--- src/rtl/i2c_bus_arb.sv ---
// Round-robin arbiter sharing one I2C master engine between N requesters.
// Grants only after tBUF of bus-free time; revokes on release, al or timeout.
module i2c_bus_arb #(
    parameter int N        = 4,
    parameter int IDW      = 2,
    parameter int US       = 1,
    parameter int TBUF_US  = 5,
    parameter int HOLD_MAX = 65535
) (
    input  logic           clk,
    input  logic           rst,
    input  logic [N-1:0]   req,
    input  logic           bby,
    input  logic           al,
    output logic [N-1:0]   gnt,
    output logic [IDW-1:0] gnt_id,
    output logic           gnt_vld,
    output logic [N-1:0]   lost,
    output logic [N-1:0]   tmo,
    output logic           bus_free
);

    localparam int TBUF = TBUF_US * US;
    localparam int FW   = (TBUF > 0) ? $clog2(TBUF + 1) : 1;
    localparam int HW   = (HOLD_MAX > 0) ? $clog2(HOLD_MAX + 1) : 1;

    localparam logic [FW-1:0]  FINIT = FW'(TBUF);
    localparam logic [HW-1:0]  HLAST = HW'((HOLD_MAX > 0) ? HOLD_MAX - 1 : 0);
    localparam logic [IDW-1:0] PINIT = IDW'(N - 1);
    localparam logic [N-1:0]   ONE   = {{(N-1){1'b0}}, 1'b1};

    typedef enum logic {IDLE, GRANT} state_t;

    state_t         state, state_n;
    logic [FW-1:0]  fcnt;
    logic [HW-1:0]  hcnt, hcnt_n;
    logic [IDW-1:0] ptr, ptr_n;
    logic [IDW-1:0] win;
    logic [IDW-1:0] gnt_id_n;
    logic [N-1:0]   gnt_n, lost_n, tmo_n;
    logic           found;

    always_ff @(posedge clk or negedge rst) begin
        if (!rst) begin
            fcnt     <= FINIT;
            bus_free <= 1'b0;
        end else begin
            if (bby)
                fcnt <= FINIT;
            else if (fcnt != '0)
                fcnt <= fcnt - 1'b1;
            bus_free <= !bby && (fcnt == '0);
        end
    end

    // First requester after the pointer wins; the pointer itself is checked last.
    always_comb begin
        win   = '0;
        found = 1'b0;
        for (int k = 1; k <= N; k++) begin
            if (!found && req[(int'(ptr) + k) % N]) begin
                found = 1'b1;
                win   = IDW'((int'(ptr) + k) % N);
            end
        end
    end

    always_comb begin
        state_n  = state;
        gnt_n    = gnt;
        gnt_id_n = gnt_id;
        ptr_n    = ptr;
        hcnt_n   = hcnt;
        lost_n   = '0;
        tmo_n    = '0;
        unique case (state)
            IDLE: begin
                if (bus_free && (req != '0)) begin
                    gnt_n    = ONE << win;
                    gnt_id_n = win;
                    hcnt_n   = '0;
                    state_n  = GRANT;
                end
            end
            GRANT: begin
                if (hcnt != '1)
                    hcnt_n = hcnt + 1'b1;
                if (!req[gnt_id]) begin
                    gnt_n   = '0;
                    ptr_n   = gnt_id;
                    state_n = IDLE;
                end else if (al) begin
                    // Loser keeps its priority so it retries first.
                    gnt_n   = '0;
                    lost_n  = gnt;
                    state_n = IDLE;
                end else if ((HOLD_MAX != 0) && (hcnt == HLAST)) begin
                    gnt_n   = '0;
                    tmo_n   = gnt;
                    ptr_n   = gnt_id;
                    state_n = IDLE;
                end
            end
            default: state_n = IDLE;
        endcase
    end

    always_ff @(posedge clk or negedge rst) begin
        if (!rst) begin
            state   <= IDLE;
            gnt     <= '0;
            gnt_id  <= '0;
            gnt_vld <= 1'b0;
            lost    <= '0;
            tmo     <= '0;
            ptr     <= PINIT;
            hcnt    <= '0;
        end else begin
            state   <= state_n;
            gnt     <= gnt_n;
            gnt_id  <= gnt_id_n;
            gnt_vld <= |gnt_n;
            lost    <= lost_n;
            tmo     <= tmo_n;
            ptr     <= ptr_n;
            hcnt    <= hcnt_n;
        end
    end

endmodule

--- config.mk ---
export PLATFORM = sky130hd
export DESIGN_NAME = i2c_bus_arb
export DESIGN_NICKNAME = d
export VERILOG_FILES = /design/src/rtl/i2c_bus_arb.sv
export SDC_FILE = /design/constraint.sdc
export NUM_CORES = 1
export LEC_CHECK = 0
export CAP_MARGIN = 10
export CELL_PAD_IN_SITES_DETAIL_PLACEMENT = 0
export CELL_PAD_IN_SITES_GLOBAL_PLACEMENT = 1
export CORE_AREA = 4 4 77 79
export CTS_CLUSTER_DIAMETER = 120
export DETAILED_ROUTE_END_ITERATION = 10
export DIE_AREA = 0 0 81 83
export GPL_TIMING_DRIVEN = 0
export PLACE_DENSITY = 0.74
export SYNTH_ARGS = -nofsm -noshare
export SYNTH_HDL_FRONTEND = slang
export SYNTH_SLANG_ARGS = --single-unit
--- constraint.sdc ---
create_clock -name clk -period 1.6 [get_ports clk]
set_input_delay 0.16 -clock clk [delete_from_list [all_inputs] [get_ports clk]]
set_output_delay 0.16 -clock clk [all_outputs]
set_load 0.03 [all_outputs]
==> reports/metrics.cfg <==
[setup_path]
cp.arrival_ps=1820
worstPathMaxFanout=4
critPathRequiredTime_ps=1830
reg2reg_slack_ps=4
start_kind=register
timing.rr.end=ptr[1]
worstSetupEndpointType=register
worstSetupPathType=register to register
rr_startpoint=gnt_id[0]
rr_worst_depth=3

[timing]
fin_hold_ws_ps=-25.8
rsz0062_at_grt=true
setup_viol=0
fmaxAchievable_ghz=0.627
layout_setup_ws_ps=4.04
tns_ps=0
final.period_utilization_pct=99.7
maxSlewViolCount=0
tightest_slew_ps=848
post-route-min-period_ps=1600
final_hold_viol_count=34
skew_ps=3.78
timing.slew.headroom_pct=43.5

[status]
violations=negative hold slack
status=finished with violations

[synth]
synth_simple_gate_area_share_pct=22.6
synth_top_family_by_area=simple AND/OR/NAND/NOR gates
synth_fp_nets=207
synthAdderAreaFrac_pct=2.52
yosysSeqAreaShare_pct=48.2
synthXorXnorAreaFrac_pct=1.77
yosysTopAreaCellShare_pct=42.9
yosys_warnings=0
synth_async_sr_flop_share_pct=100
synth_cells=195
synth.top_cells.by_area=dfrtp_1, dfstp_2, mux2i_1
synth_top_area_cell=dfrtp_1
muxShareOfSynthArea_pct=6.81
synth_cell_types=45
synth-seq-cells=38
ys.flop_type=dfrtp_1
syn_area_um2=1980
synth_compound_area_share_pct=14.3
synth-edff-count=0
postSynthAreaPerCell_um2=10.2

[min_path]
hold_path_class=primary input to async pin

[clock_tree]
cts_tree=yes
cts_hold_buf=0
cts.path.max_buffers=2
h-tree-depth=2
cts_made_buffers=5
clock_latency_ps=290
clk_pin_slew_ps=80
clkSinkCount=38
cts_root_buffer=clkbuf_8

[power]
peakVddDrop_mv=0.542
seq_power_share_pct=44.8
p_sw_share_pct=36.8
powerDensity_nw_per_um2=1290
p_int_mw=2.14
power_frac_clock_pct=20.6
p_leak_nw=1.15
p_total_mw=3.39
p_comb_share_pct=34.6
switchingPower_mw=1.25

[drt]
routed_wl_um=4540
wl_met3_um=154
first_iter_violations=103
drc=0
wl_per_cell_um=14.8
first_pass_iters=4
wl_met1_um=2200
antenna_left=0
vias=1590
routed.top_layer=met4
wl_met2_um=2130
viasPerCell=5.18

[die]
initial_utilization_pct=37.2
die_w_um=81
pin_count=24
dieArea_um2=6720
rows=27
core-area_um2=5340
die_h_um=83

[layout]
layout.cells.non_filler=307
design_area_um2=2620
syn_to_final_growth_pct=32.2
diodes=0
layout_commonest_cell=dfrtp_1
final_cell_mix=dfrtp_1, nand2_1, clkdlybuf4s50_1
layout.nets=246
utilization_pct=49.2
final_layout_size_suffix_gt1_share_pct=22.6

[place]
io_buffers=23
dp_slack_ps=-536
dp_cells=290
gp_congestion=0.772
place_area_um2=2310
dpl.hpwl_um=3040

[global_routing]
overflow=0
grt_max_degree=39
antenna_found_initial=0
grt_first_pass_wirelength_um=7660
grt.total_usage_pct=14.3
first_global_vias=1566

[run]
drv_cap=0

==> logic make-up (layout without fill, tap and decap cells) <==
kind of cell | Yosys count | after routing
AND/OR/NAND/NOR | 82 | 82
AO/OA/AOI/OAI | 39 | 39
flip-flops | 38 | 38
buffers and inverters | 16 | 56
multiplexers | 12 | 12
adder cells (fa/ha/maj) | 4 | 4
XOR/XNOR | 4 | 4
==> synth_stat cells (all sizes together) (2+ instances only) <==
master   count
nand2b       8
nor2b        2
nor2         4
buf          3
nand4        5
o41ai        2
a211o        2
o2111ai      2
o31ai        3
mux2i        9
a21oi        4
nand2       23
and2        12
xnor2        4
nand3        9
and4         3
nor3         2
mux2         2
dfstp        4
nor4         3
o22ai        4
o211ai       9
and3         6
dfrtp       34
ha           4
clkbuf       3
inv         10
or4          2
o21ai        4
==> cell type report <==
| class | count | area, µm² |
|---|---|---|
| tap | 72 | 90.1 |
| fill | 527 | 2710 |
| clock buffer | 6 | 82.6 |
| multi-input combinational | 141 | 1070 |
| timing repair buffer | 33 | 319 |
| clock inverter | 2 | 12.5 |
| buffer | 5 | 53.8 |
| sequential | 38 | 958 |
| inverter | 10 | 37.5 |
==> metal layers <==
metal  vias up  track usage (%)
li1        794                -
met1       765             19.4
met2        24             22.3
met3         7             4.01
met4         0             3.69
met5         -                0
==> power groups by stage <==
stage | Combinational [mW] | Sequential, mW | Clock, mW
6_report | 1.17 | 1.52 | 0.698
5_1_grt | 1.29 | 1.56 | 0.770
4_1_cts | 1.13 | 1.50 | 0.727
3_5_place_dp | 0.987 | 1.56 | 0
3_3_place_gp | 0.971 | 1.55 | 0
2_1_floorplan | 0.520 | 1.64 | 0
==> registers in the layout (all words and copies together), names as in the netlist <==
register,count
bus_free,1
fcnt,3
gnt,4
gnt_id,2
gnt_vld,1
hcnt,16
lost,4
ptr,2
state,1
tmo,4
==> worst max-delay path by stage <==
| stage | endpoint | cells after the start | startpoint |
|---|---|---|---|
| after floorplan | ptr[0] | 3 | gnt_id[0] |
| after global placement | gnt_id[0] | 1 | rst |
| after detailed placement | hcnt[9] | 6 | req[0] |
| after CTS | tmo[0] | 5 | hcnt[11] |
| after global routing | ptr[1] | 3 | gnt_id[0] |
| final | ptr[1] | 3 | gnt_id[0] |
==> worst max-delay path, stage by stage, from the launching register on <==
cell and delay, ps:
dfrtp_2 390, mux4_2 570, o22ai_4 210, mux2_2 360
==> timing repair <==
| item | in CTS | in global routing |
|---|---|---|
| gates resized for setup | 23 | 22 |
| endpoints found under the setup margin | 33 | 26 |
| pin swaps | 2 | 2 |
| gates cloned | 0 | 1 |
| setup buffers | 6 | 3 |
Note: power is estimated with default switching activity, not from simulation.
